==> config.mk <==
export PLATFORM = sky130hd
export DESIGN_NAME = divider_seq_stage
export DESIGN_NICKNAME = d
export VERILOG_FILES = /design/src/rtl/divider_seq_pkg.sv /design/src/rtl/divider.sv /design/src/rtl/divider_seq_stage.sv
export SDC_FILE = /design/constraint.sdc
export NUM_CORES = 1
export LEC_CHECK = 0
export ABC_AREA = 1
export CAP_MARGIN = 20
export CORE_ASPECT_RATIO = 2
export CORE_MARGIN = 3
export CORE_UTILIZATION = 45
export DETAILED_ROUTE_END_ITERATION = 12
export PLACE_DENSITY_LB_ADDON = 0.12
export SETUP_SLACK_MARGIN = 0.15
export SYNTH_ARGS = -nofsm -noshare
export SYNTH_HDL_FRONTEND = slang
export SYNTH_SLANG_ARGS = --single-unit
export TNS_END_PERCENT = 1
==> constraint.sdc <==
create_clock -name clk -period 7.2 [get_ports clk]
set_input_delay 1.08 -clock clk [delete_from_list [all_inputs] [get_ports clk]]
set_output_delay 1.08 -clock clk [all_outputs]
set_load 0.02 [all_outputs]
==> src/rtl/divider_seq_pkg.sv <==
// Shared types and elaboration helpers for the sequential divider stage.
package divider_seq_pkg;

  typedef enum logic [1:0] {
    IDLE    = 2'd0,
    COMPUTE = 2'd1,
    DONE    = 2'd2
  } state_t;

  localparam int SETTLE_MIN = 1;
  localparam int SETTLE_MAX = 15;

  function automatic bit settle_ok(input int settle);
    return (settle >= SETTLE_MIN) && (settle <= SETTLE_MAX);
  endfunction

  // Counter must hold SETTLE_CYCLES-1; never narrower than one bit.
  function automatic int cnt_width(input int settle);
    int w;
    w = $clog2(settle + 1);
    return (w < 1) ? 1 : w;
  endfunction

endpackage

==> src/rtl/divider.sv <==
// Combinational restoring array divider; outputs ripple through DEVIDENT_LENGTH subtract stages.
module divider #(
  parameter int DEVIDENT_LENGTH = 6,
  parameter int DIVISOR_LENGTH  = 3
) (
  input  logic [DEVIDENT_LENGTH-1:0] Dividend,
  input  logic [DIVISOR_LENGTH-1:0]  Divisor,
  output logic [DEVIDENT_LENGTH-1:0] Quotient,
  output logic [DIVISOR_LENGTH-1:0]  Remainder
);

  logic [DIVISOR_LENGTH:0] part;

  always_comb begin
    part     = '0;
    Quotient = '0;
    for (int i = DEVIDENT_LENGTH - 1; i >= 0; i--) begin
      part = {part[DIVISOR_LENGTH-1:0], Dividend[i]};
      if (part >= {1'b0, Divisor}) begin
        part        = part - {1'b0, Divisor};
        Quotient[i] = 1'b1;
      end
    end
    Remainder = part[DIVISOR_LENGTH-1:0];
  end

endmodule

==> src/rtl/divider_seq_stage.sv <==
// Registers operands onto the array divider, waits SETTLE_CYCLES, then captures the result
// and holds it under valid/ready back-pressure; a new operand may enter on the draining edge.
module divider_seq_stage
  import divider_seq_pkg::*;
#(
  parameter int DEVIDENT_LENGTH = 6,
  parameter int DIVISOR_LENGTH  = 3,
  parameter int SETTLE_CYCLES   = 2
) (
  input  logic                       clk,
  input  logic                       rst,
  input  logic                       in_valid,
  output logic                       in_ready,
  input  logic [DEVIDENT_LENGTH-1:0] in_dividend,
  input  logic [DIVISOR_LENGTH-1:0]  in_divisor,
  output logic                       out_valid,
  input  logic                       out_ready,
  output logic [DEVIDENT_LENGTH-1:0] out_quotient,
  output logic [DIVISOR_LENGTH-1:0]  out_remainder,
  output logic                       out_div_by_zero,
  output logic                       busy
);

  localparam int CW = cnt_width(SETTLE_CYCLES);
  localparam logic [CW-1:0] RELOAD = CW'(SETTLE_CYCLES - 1);

  if (!settle_ok(SETTLE_CYCLES)) begin : g_settle_check
    $error("divider_seq_stage: SETTLE_CYCLES must be within 1..15");
  end

  state_t                     state, next_state;
  logic [CW-1:0]              counter;
  logic [DEVIDENT_LENGTH-1:0] op_dividend;
  logic [DIVISOR_LENGTH-1:0]  op_divisor;
  logic [DEVIDENT_LENGTH-1:0] div_quotient;
  logic [DIVISOR_LENGTH-1:0]  div_remainder;
  logic                       load;
  logic                       capture;

  // The array only ever sees the registered operands, so it is stable for the whole settle window.
  divider #(
    .DEVIDENT_LENGTH (DEVIDENT_LENGTH),
    .DIVISOR_LENGTH  (DIVISOR_LENGTH)
  ) u_divider (
    .Dividend  (op_dividend),
    .Divisor   (op_divisor),
    .Quotient  (div_quotient),
    .Remainder (div_remainder)
  );

  assign in_ready  = (state == IDLE) || ((state == DONE) && out_ready);
  assign out_valid = (state == DONE);
  assign busy      = (state != IDLE);

  always_comb begin
    next_state = state;
    load       = 1'b0;
    capture    = 1'b0;
    case (state)
      IDLE: begin
        if (in_valid) begin
          load       = 1'b1;
          next_state = COMPUTE;
        end
      end
      COMPUTE: begin
        if (counter == '0) begin
          capture    = 1'b1;
          next_state = DONE;
        end
      end
      DONE: begin
        if (out_ready) begin
          if (in_valid) begin
            load       = 1'b1;
            next_state = COMPUTE;
          end else begin
            next_state = IDLE;
          end
        end
      end
      default: next_state = IDLE;
    endcase
  end

  always_ff @(posedge clk) begin
    if (rst) begin
      state           <= IDLE;
      counter         <= '0;
      op_dividend     <= '0;
      op_divisor      <= '0;
      out_quotient    <= '0;
      out_remainder   <= '0;
      out_div_by_zero <= 1'b0;
    end else begin
      state <= next_state;
      if (load) begin
        op_dividend <= in_dividend;
        op_divisor  <= in_divisor;
        counter     <= RELOAD;
      end else if ((state == COMPUTE) && (counter != '0)) begin
        counter <= counter - CW'(1);
      end
      if (capture) begin
        if (op_divisor == '0) begin
          out_quotient    <= '1;
          out_remainder   <= op_dividend[DIVISOR_LENGTH-1:0];
          out_div_by_zero <= 1'b1;
        end else begin
          out_quotient    <= div_quotient;
          out_remainder   <= div_remainder;
          out_div_by_zero <= 1'b0;
        end
      end
    end
  end

endmodule

==> metrics.txt <==
status=complete, no violations; clock sinks=23; Worst setup EP type=register; register area share after synthesis=0.2512; top-count cell post-synth=inv_1; Post-DP HPWL=3.316 mm; clock root buffer=clkbuf_8; PortBufs=25; slowest stage delay, CP=440 ps; PnR worst setup slack=673.3 ps; EDFF count, synth=0; worst endpoint required time=7360 ps; multi-input logic area=1251 µm²; Fmax=0.1532 GHz; CTS HTree Levels=1; total power=865.7 µW; Num CTS Buffers=3; vias in the first global route=1,557; Cells after Synth=237; Routed WL=4.179 mm; clk_lat worst skew=270 ps; maximum capacitance violations=0; vias=1,594; Clock Skews=5.901 ps; die width=51.13 µm; Post-synth top cells=44 x inv_1, 27 x nand2_1, 23 x dfxtp_1, 21 x o21ai_0; ranking of synthesized cells by area=dfxtp_1 25%, ha_1 12%, inv_1 9.0%; Seq cells post-synth=23; die footprint=4922 µm²; io pins=26; combinational share of power=0.737; Worst path top cell family by delay=adder cells; HP Start=op_dividend[3]; Rel. slew slack=0.6068; CTS tree=done; Final Hold Vio Count=0; Switching Share=0.4878; Crit Reg-Reg Endpoint=out_remainder[1]; Crit Path Category=register to register; Synth warnings=0; crit path max fanout=7; DRC viols=0; area fraction of the dominant cell type after synthesis=0.2512; RR Startpoint=op_dividend[5]; RSZ-0062 raised after global routing=false; Synth-to-Final Area Change=25.12%; Hold Crit Endpoint=op_dividend[3]; area leader, netlist=dfxtp_1; power per cell area=377.5 nW/µm²; mapped cell area=1833 µm²; Worst EP arrival=6690 ps; Post-synth ARST share=0; Worst-path clk slew=90 ps; initial antenna violation count=0; WHS Path Cells=2; post-route cell area=2293 µm²; Internal=443.4 µW; critical path's slowest cell=fa_1; Reg2Reg Setup Slack=670 ps; fin. max-slew vios=0; Global Route Usage Sum=0.1863; drt first-iter violations=15; register area=460.4 µm²; Die Y-Extent=96.26 µm; reg2reg path depth=45; row cnt=32; Place WS=210.8 ps; leakage=0.001024 µW; Sequential Power Share=0.168; Buf+Inv Stages, Crit Path=8; Top FF cell, synth=dfxtp_1; Netlist cell types=33; antenna viol nets, final=0; share of post-route cells with drive strength above 1=0.2135; Clk pwr share=0.095; fillers=397; Peak VDD IR=0.2085 mV; NetSw=422.3 µW; Nets=304; DRT Pass-1 Iters=4; CTS Buffer Depth=2; Sum Neg Setup Slack=0 ps; setup violators final=0; worst-margin pin slew=588.4 ps; area of the core=3884 µm²; Via density=5.013; Area after DPL=2157 µm²; startpoint types=register; Hold/Removal Path Class=register to register; Initial Util=0.4720; GP Congestion=0.8328; Syn Nets=273; syn avg cell area=7.734 µm²; first-pass GRT wire length=6.962 mm; minimum clock period=6527 ps; Ant. Diodes=0; largest net degree at the start of global routing=21; wire per inst=13.14 µm; Final Cycle Share=0.9065; gr ovfl total=0
==> what timing repair did <==
action | in CTS | in global routing
setup buffers | 0 | 2
gates resized for setup | 0 | 16
hold buffers | 0 | 0
endpoints found under the setup margin | 0 | 4
==> routing by layer <==
metal	share of wire	track usage	wire [µm]	vias to the layer above
met5	0	0	0	-
met4	0.014	0.06292	57	0
met3	0.024	0.02481	101	5
met2	0.57	0.3664	2371	26
met1	0.39	0.1935	1648	744
li1	-	-	-	819
==> kinds of logic (layout without fill, tap and decap cells) <==
kind of cell / count (synthesis) / count (layout) / synth area share
compound gates: 53 / 53 / 0.1720
xor+xnor: 5 / 5 / 0.02389
fa+ha+maj: 23 / 23 / 0.1775
buf+inv: 52 / 82 / 0.1072
flops: 23 / 23 / 0.2512
simple gates: 81 / 81 / 0.2683
==> area by class of cell <==
type                       instances  area share
timing repair buffer              31      0.1288
clock inverter                     1    0.002182
tap                               51     0.02782
sequential                        23      0.2008
multi-input combinational        162      0.5456
inverter                          47     0.07692
clock buffer                       3     0.01800
==> worst reg2reg max path, delay by kind of cell (launching register included) <==
kind                       cells  cell delay [ps]
AOI/OAI and AO/OA             10             1330
and+or+nand+nor               21             1830
adders and majority gates      6             2390
buffers and inverters          8              560
DFF                            1              310
==> worst max-delay path by stage <==
stage                              start          endpoint  depth (start not counted)
after floorplan            op_divisor[1]  out_remainder[1]                         40
after global placement    op_dividend[5]  out_remainder[1]                         45
after detailed placement  op_dividend[5]  out_remainder[1]                         45
after CTS                 op_dividend[5]  out_remainder[1]                         45
after global routing      op_dividend[5]  out_remainder[1]                         45
final                     op_dividend[5]  out_remainder[1]                         45
==> metrics by stage <==
stage	util	hold WS, ps	std cells
after global placement	0.5554	470.8	312
after floorplan	-	449.8	237
final	0.5905	487.6	318
after CTS	0.5673	488.4	316
after global routing	0.5905	511.7	318
after detailed placement	0.5554	472.7	312
==> registers in the layout, indices dropped and copies added (netlist names) <==
name and flops:
counter 2, op_dividend 6, op_divisor 3, out_div_by_zero 1, out_quotient 6, out_remainder 3, state 2
==> cells in the final DEF, fill, tap and decap left out, drive strengths merged <==
cell type and count:
a21boi 1, a21o 1, a21oi 20, a31oi 2, buf 6, clkbuf 3, clkdlybuf4s50 25, clkinv 1
dfxtp 23, fa 5, ha 18, inv 47, nand2 40, nand3 15, nand3b 2, nand4 1
nor2 22, nor3 1, o2111a 1, o21a 1, o21ai 25, o221ai 2, xnor2 4, xor2 1
==> power by group through the flow <==
stage | Sequential (µW) | Combinational [µW] | Clock (µW)
floorplan | 157 | 448 | 0
global placement | 148 | 550 | 0
detailed placement | 148 | 559 | 0
CTS | 146 | 561 | 85.6
global route | 147 | 707 | 91.0
finish | 146 | 638 | 82.3
Note: power is estimated with default switching activity, not from simulation.
